File: config.mk
export PLATFORM = sky130hd
export DESIGN_NAME = fifo_stream_reader
export DESIGN_NICKNAME = d
export VERILOG_FILES = /design/src/rtl/fifo_stream_reader.sv
export SDC_FILE = /design/constraint.sdc
export NUM_CORES = 1
export LEC_CHECK = 0
export CAP_MARGIN = 20
export CORE_UTILIZATION = 30
export DETAILED_ROUTE_END_ITERATION = 10
export SETUP_SLACK_MARGIN = 0.05
export SKIP_CTS_REPAIR_TIMING = 1
export SLEW_MARGIN = 40
export SYNTH_ARGS = -nofsm -noshare
export SYNTH_HDL_FRONTEND = slang
export SYNTH_SLANG_ARGS = --single-unit
export TNS_END_PERCENT = 30
File: constraint.sdc
create_clock -name clk -period 5.72 [get_ports clk]
set_input_delay 1.716 -clock clk [delete_from_list [all_inputs] [get_ports clk]]
set_output_delay 1.716 -clock clk [all_outputs]
set_load 0.01 [all_outputs]
File: src/rtl/fifo_stream_reader.sv
// fifo_stream_reader: turns a synchronous FIFO read port (r_en/empty, 1-cycle data) into a valid/ready stream.
// Latency: fifo_empty falling at cycle N gives m_valid at N+2; 1 word/cycle sustained under continuous m_ready.
// Backpressure: at most 2 words buffered or in flight; reads stop until a pop frees a slot. Option: FIFO_RD_COUNT_EN.
module fifo_stream_reader #(
  parameter int DATA_WIDTH = 8,
  parameter int CNT_WIDTH  = 16
) (
  input  logic                  clk,
  input  logic                  rst,
  input  logic                  flush,
  input  logic                  fifo_empty,
  input  logic [DATA_WIDTH-1:0] fifo_data,
  output logic                  fifo_r_en,
  output logic                  m_valid,
  input  logic                  m_ready,
  output logic [DATA_WIDTH-1:0] m_data,
  output logic [CNT_WIDTH-1:0]  rd_count
);

  // Buffer occupancy doubles as the control state; encodings equal the word count.
  typedef enum logic [1:0] {
    S_EMPTY = 2'd0,
    S_ONE   = 2'd1,
    S_TWO   = 2'd2
  } occ_t;

  occ_t                  occ, occ_nxt;
  logic [DATA_WIDTH-1:0] head, head_nxt;
  logic [DATA_WIDTH-1:0] spare, spare_nxt;
  logic                  pending;
  logic                  pop;
  logic                  push;
  logic [1:0]            occ_cnt;
  logic [2:0]            committed;

  assign occ_cnt = occ;
  assign m_valid = (occ != S_EMPTY);
  assign m_data  = head;
  assign pop     = m_valid & m_ready;
  assign push    = pending;

  // Words that will still be held after this edge: buffered plus in flight, minus the one leaving.
  // pop implies occ >= 1, so the subtraction never underflows.
  assign committed = {1'b0, occ_cnt} + {2'b00, pending} - {2'b00, pop};

  // Issue a read only when a slot is guaranteed for the returning word; reset and flush block issue.
  assign fifo_r_en = rst & ~flush & ~fifo_empty & (committed < 3'd2);

  // State and data registers for the two-entry skid buffer.
  always_ff @(posedge clk or negedge rst) begin
    if (!rst) begin
      occ   <= S_EMPTY;
      head  <= '0;
      spare <= '0;
    end else begin
      occ   <= occ_nxt;
      head  <= head_nxt;
      spare <= spare_nxt;
    end
  end

  // A read accepted by the FIFO this cycle returns data on the next cycle.
  always_ff @(posedge clk or negedge rst) begin
    if (!rst) begin
      pending <= 1'b0;
    end else begin
      pending <= fifo_r_en & ~fifo_empty;
    end
  end

  // Next occupancy and entry placement for every push/pop combination; flush discards everything
  // except the head value, which stays visible on m_data.
  always_comb begin
    occ_nxt   = occ;
    head_nxt  = head;
    spare_nxt = spare;
    if (flush) begin
      occ_nxt = S_EMPTY;
    end else begin
      unique case (occ)
        S_EMPTY: begin
          if (push) begin
            head_nxt = fifo_data;
            occ_nxt  = S_ONE;
          end
        end
        S_ONE: begin
          if (push && pop) begin
            head_nxt = fifo_data;
          end else if (push) begin
            spare_nxt = fifo_data;
            occ_nxt   = S_TWO;
          end else if (pop) begin
            occ_nxt = S_EMPTY;
          end
        end
        S_TWO: begin
          // The credit rule keeps push out of this state; accepting it here still preserves order.
          if (pop) begin
            head_nxt = spare;
            if (push) begin
              spare_nxt = fifo_data;
            end else begin
              occ_nxt = S_ONE;
            end
          end
        end
        default: begin
          occ_nxt = S_EMPTY;
        end
      endcase
    end
  end

`ifdef FIFO_RD_COUNT_EN
  logic [CNT_WIDTH-1:0] cnt;

  // Count completed pops, wrapping naturally; a pop in the flush cycle is not counted.
  always_ff @(posedge clk or negedge rst) begin
    if (!rst) begin
      cnt <= '0;
    end else if (flush) begin
      cnt <= '0;
    end else if (pop) begin
      cnt <= cnt + {{(CNT_WIDTH-1){1'b0}}, 1'b1};
    end
  end

  assign rd_count = cnt;
`else
  assign rd_count = '0;
`endif

endmodule

==> results.toml <==
[die]
die_w_um = 63.23
die-area_um2 = 3998
core_um2 = 3468
dieHeight_um = 63.23
initial_core_util_pct = 32.43
io_pins = 39
rows = 21

[clock_tree]
cts_tree = "yes"
cts_buffers = 3
cts_max_level = 1
clkLatencyLatePin_ns = 0.25
clock_sinks = 19
clkTransAtPathRegs_ns = 0.07
clk_path_buf_depth = 2
cts_root_buf = "clkbuf_8"

[sta]
tns_ns = 0
timing.final.crit_share_pct = 95.27
hold_violations = 0
setup_ws_ns = 0.2703
setup_violations = 0
slew_viol_final = 0
max_freq_mhz = 183.5
rsz0062_at_grt = "false"
period_minus_slack_ns = 5.450
fin_skew_ns = 0.001483

[detailed_routing]
vias = 768
ant_nets = 0
routed_wl_um = 1971
drc_errors = 0
detail_route.wl_per_cell_um = 11.07
dr.first_iter.drc_count = 10
drt_pass1_iterations = 4
viasPerCell = 4.315

[power]
peakVddDrop_v = 0.00009715
power_uw = 365.7
p_leak_uw = 0.0006579
power_per_cell_area_nw_per_um2 = 267.7

[cells_and_area]
fin_nets = 147
final_common_cell = "nand2_1"
layout_common_cells = "nand2_1, clkdlybuf4s50_1, dfrtp_1"
syn2layout_area_growth_pct = 21.47
seq_area_um2 = 475.5
drive_gt1_share_pct = 19.70
multiInputGateArea_um2 = 545.5
fillCellCount = 355
insertedDiodeCount = 0

[global_routing]
grt_max_degree = 20
grt_pass1_vias = 776
antenna_found_initial = 0
grt_use_total_pct = 11.01
grt.overflow.total = 0
grt_pass1_wl_um = 3463

[synthesis]
ys_types = 29
synth_top_area_share_pct = 42.27
yosysSeqAreaShare_pct = 42.27
synth_cells = 110
synth-seq-cells = 19
synthesis.area_um2 = 1125
avgSynthCellArea_um2 = 10.23
synthTopCellsByArea = "dfrtp_1, mux2_2, buf_4, nand2_1, a31oi_4"
synth_top_cell_by_area = "dfrtp_1"
yosys_warnings = 0

[critical_path]
worstSetupPathType = "in -> out"
cp_slowest_stage_delay_ns = 0.54
crit_fanout = 3
critPathTopFamily = "buffers and inverters"
path_cells = "clkdlybuf4s50_1, xor2_1, nand2_1, fa_1, nand4_1, nor2_1, clkdlybuf4s50_1"
cp_slowest_cell = "clkdlybuf4s50_1"
reg2reg_slack_ns = 3.73
path_buf_inv = 2
arrival_ns = 3.73
required_ns = 4.00
end_kind = "output pin"
crit_top_cell = "clkdlybuf4s50_1"
critPathLaunchType = "primary input"

[placed_design]
io_buffer_count = 22
dp_hpwl_um = 1496
gp_congestion = 0.6842
dp_slack_ns = 0.2587

[min_path]
min_path_type = "reg -> reg"

[outcome]
status = "complete, no violations"

[job]
max-cap-violations = 0
[area by class of cell]
class,count,share of cell area (%)
multi-input combinational,83,39.93
sequential,19,34.80
timing repair buffer,24,17.22
tap,46,4.212
clock buffer,4,3.297
inverter,2,0.5495
[cells by family (layout without fill, tap and decap cells)]
kind of cell / Yosys count / in the layout / synth area share (%)
compound gates: 6 / 6 / 5.339
xor+xnor: 2 / 2 / 1.558
flops: 19 / 19 / 42.27
fa+ha+maj: 1 / 1 / 1.780
mux: 17 / 17 / 16.91
other cells: 1 / 16 / 0.3334
buf+inv: 23 / 30 / 14.24
simple gates: 41 / 41 / 17.58
[cells in the mapped netlist]
cell / n
a21o_4: 1
nor3b_1: 1
nor3_1: 1
mux2_2: 16
or2_2: 1
clkbuf_1: 1
fa_1: 1
inv_1: 2
conb_1: 1
and3b_1: 1
buf_2: 1
nand3b_1: 1
or2b_1: 1
nand3_4: 1
nand2b_1: 1
xor2_1: 2
dfrtp_1: 19
buf_4: 17
nor2_1: 5
a21oi_1: 2
mux2i_1: 1
nand4_1: 1
a31oi_4: 1
nor2b_2: 1
a2bb2oi_1: 1
clkbuf_2: 1
nand2_1: 26
buf_6: 1
o21ai_0: 1
[sequential cells by signal, summed over array words and instances (netlist names)]
register and cells:
spare 8, occ 2, m_data 8, pending 1
[report_power, final]
group / internal, uW / leakage (uW) / switching (uW)
combinational: 63.2 / 0.000391 / 39.7
sequential: 159 / 0.000244 / 13.3
clock: 49.4 / 0.0000228 / 41.5
total: 271 / 0.000658 / 94.4
[worst reg2reg max path: stages, from the launching register on]
cell,delay [ns]
dfrtp_1,0.49
or2b_1,0.45
nand2_1,0.16
a31oi_4,0.39
mux2_2,0.39
[layer usage]
layer	vias up	part of all wire [%]	global-route usage, %
li1	368	-	-
met1	370	45	14.09
met2	30	49	18.68
met3	0	5.5	1.993
met4	0	0	3.409
met5	-	0	0
[per-stage QoR]
stage	utilization (%)	hold WS [ns]	area [um2]	instances
finish	39.39	0.5063	1366	178
global route	39.39	0.5299	1366	178
CTS	39.39	0.5081	1366	178
detailed placement	38.10	0.4928	1321	174
global placement	38.10	0.4867	1321	174
floorplan	-	0.4792	1181	125
[final timing paths]
path / startpoint / to / depth (start not counted)
worst min-delay path: spare[2] / spare[2] / 1
min in group asynchronous: rst / m_data[3] / 2
worst max register to register: occ[1] / m_data[5] / 4
max in group asynchronous: rst / spare[0] / 2
worst max-delay path: m_ready / fifo_r_en / 7
worst min register to register: spare[2] / spare[2] / 1
No activity file was read; power rests on OpenSTA's default activity.
==> variant, RTL diff (same settings) <==
`CNT_WIDTH`: 16 -> 18.
--- a/src/rtl/fifo_stream_reader.sv
+++ b/src/rtl/fifo_stream_reader.sv
@@ -5,3 +5,3 @@
   parameter int DATA_WIDTH = 8,
-  parameter int CNT_WIDTH  = 16
+  parameter int CNT_WIDTH  = 18
 ) (
Ports: changed (resized rd_count); port bits go from 39 to 41. No check against the original RTL was run, so the function may have changed too.
==> variant against the original RTL <==
  * Maximum frequency decreased by 0.67%
  * Total power fell by 0.13%
  * Via count up 1.2%
  * Worst setup slack got worse by 0.037 ns
  * Design area up 0.82%
  * Synthesized cell count increased by 1.8%
  * Count of clock-buffer cells in the layout is 1 lower
  * Critical path depth unchanged
  * Wire length is 0.10% higher
  * Global-route usage shrank 0.50 points
  * Sequential share of layout area shrank 0.28 points
  * Sequential cell count is the same
  * Synthesized area increased by 1.3%
==> variant: results (changes against the original RTL) <==
Synthesis:
- The area fraction of the dominant cell type after synthesis is 0.417 (-0.00557).
- The share of synthesized area occupied by flip-flops and latches is 0.417 (-0.00557).
- By count the netlist is led by 26 x nand2_1, 19 x buf_4, 19 x dfrtp_1, 16 x mux2_2, 5 x nor2_1.
- The number of library cell types mapped by synthesis came to 29 (unchanged).
- The instance count of the mapped netlist is 112 (+1.8%).
- The proportion of synthesized flip-flops having asynchronous set or reset is 1.00 (unchanged).
- The number of synthesis warnings was 0 (unchanged).
- Ranked by total cell area, the synthesized netlist is headed by dfrtp_1 42%, mux2_2 16%, buf_4 13%.
- The number of enable-type register cells in the synthesized netlist was 0 (unchanged).
- In the synthesized netlist the dominant register cell turns out to be dfrtp_1.

Global routing:
- The maximum number of pins on one net before global-route repair was 20 (unchanged).
- The overall global routing resource usage came to 0.105 (-0.00505).
- The initial antenna violation count is 0 (unchanged).
- The met3 capacity usage during global routing is 0.0181 (-0.00181).
- The wire length of the first global-routing pass came to 3.34 mm (-3.6%).
- The number of global-route vias before repair is 721 (-7.1%).
- The met1 usage is 0.140 (-0.000475).
- The met2 layer usage reported by global route is 0.170 (-0.0166).

Place:
- The routability congestion estimate is 0.724 (+5.8%).
- The post-place instance area is 1330 sq um (+0.76%).
- The worst setup slack before clock tree synthesis came to 0.241 ns (-0.0175 ns).
- The estimated wirelength of the detail-placed design is 1.46 mm (-2.5%).
- The count of buffers from port buffering was 22 (unchanged).

Pwr:
- The internal power of the cells was 0.270 mW (-0.41%).
- The peak supply drop is 0.0695 mV (-28%).
- The cell leakage power came to 0.667 nW (+1.4%).

Clocking:
- In this run the clock root is driven by a clkbuf_8.
- The CTS clock-pin slew for the worst setup and hold paths is 0.07 ns (about the same).
- The clock network latency to the later pin of the worst-skew pair is 0.25 ns (about the same).
- The clock tree buffer depth came to 2 (unchanged).

Detailed routing:
- The amount of wire on met2 after detailed routing was 994 um (+2.7%).
- The highest signal layer in the routed design is met3.
- The per-cell via count in the routed design was 4.27 (-1.1%).
- The wire length on met1 came to 895 um (+0.22%).
- The detailed-router iteration count before antenna repair is 7 (+3).
- The average wire per cell in the routed design is 10.8 um (-2.1%).
- The met3 wire length was 82 um (-25%).
- The initial detailed-routing violation count is 16 (+6).

Final layout:
- The total inserted antenna cells was 0 (unchanged).
- The multi-input logic area is 553 sq um (+1.4%).
- The filler cell count in the final layout is 357 (+0.56%).
- The fraction of layout instances using a drive strength above 1 is 0.201 (+0.00452).
- The non-filler instance count after layout is 182 (+2.2%).
- The count of nets after finishing is 149 (+1.4%).

Job:
- The reported max-cap violation count was 0 (unchanged).

Outcome:
- The flow ran to the end, and the final reports show no timing, DRC or antenna violations.

Hold path:
- The path class of the tightest hold or removal check is flop to flop.

Setup path:
- The arrival time of the worst setup path was 3.77 ns (+0.04 ns).
- The maximum fanout count along the critical path came to 3 (unchanged).

Timing:
- The worst clock skew on the final layout is 0.00259 ns (+0.00111 ns).
variant: cell count changes after synthesis:
cell and change:
buf_4 +2
variant: final cells by class:
type                            count  area share
Clock inverter                      1     0.00363
Clock buffer                        3      0.0300
Inverter                            2     0.00545
Tap cell                           48      0.0436
Timing Repair Buffer               24       0.171
Multi-Input combinational cell     85       0.401
Sequential cell                    19       0.345
variant: critical path: stages:
cell             delay (ns)
clkdlybuf4s50_1        0.52
xor2_1                 0.16
nand2_1                0.09
fa_1                   0.50
nand4_1                0.11
nor2_1                 0.13
clkdlybuf4s50_1        0.54
variant: cell families after synthesis:
kind of cell / after synthesis / share of synthesized area
flip-flops: 19 / 0.417
AND/OR/NAND/NOR: 41 / 0.173
multiplexers: 17 / 0.167
XOR/XNOR: 2 / 0.0154
AO/OA/AOI/OAI: 6 / 0.0527
adder cells (fa/ha/maj): 1 / 0.0176
buffers and inverters: 25 / 0.154
other: 1 / 0.00329
variant: power groups by stage:
stage / Sequential (mW) / Combinational [mW] / Clock, mW
2_1_floorplan: 0.181 / 0.0498 / 0
3_3_place_gp: 0.174 / 0.102 / 0
3_5_place_dp: 0.176 / 0.104 / 0
4_1_cts: 0.173 / 0.105 / 0.0954
5_1_grt: 0.176 / 0.112 / 0.0997
6_report: 0.172 / 0.103 / 0.0901
variant: worst paths after layout:
path,cells past startpoint,from,slack (ns),to
setup / recovery,7,m_ready,0.23,fifo_r_en
hold / removal,1,spare[4],0.51,spare[4]
setup reg to reg,4,occ[1],3.75,m_data[2]
hold reg to reg,1,spare[4],0.51,spare[4]
max in group asynchronous,2,rst,3.69,m_data[6]
min in group asynchronous,2,rst,1.83,occ[0]
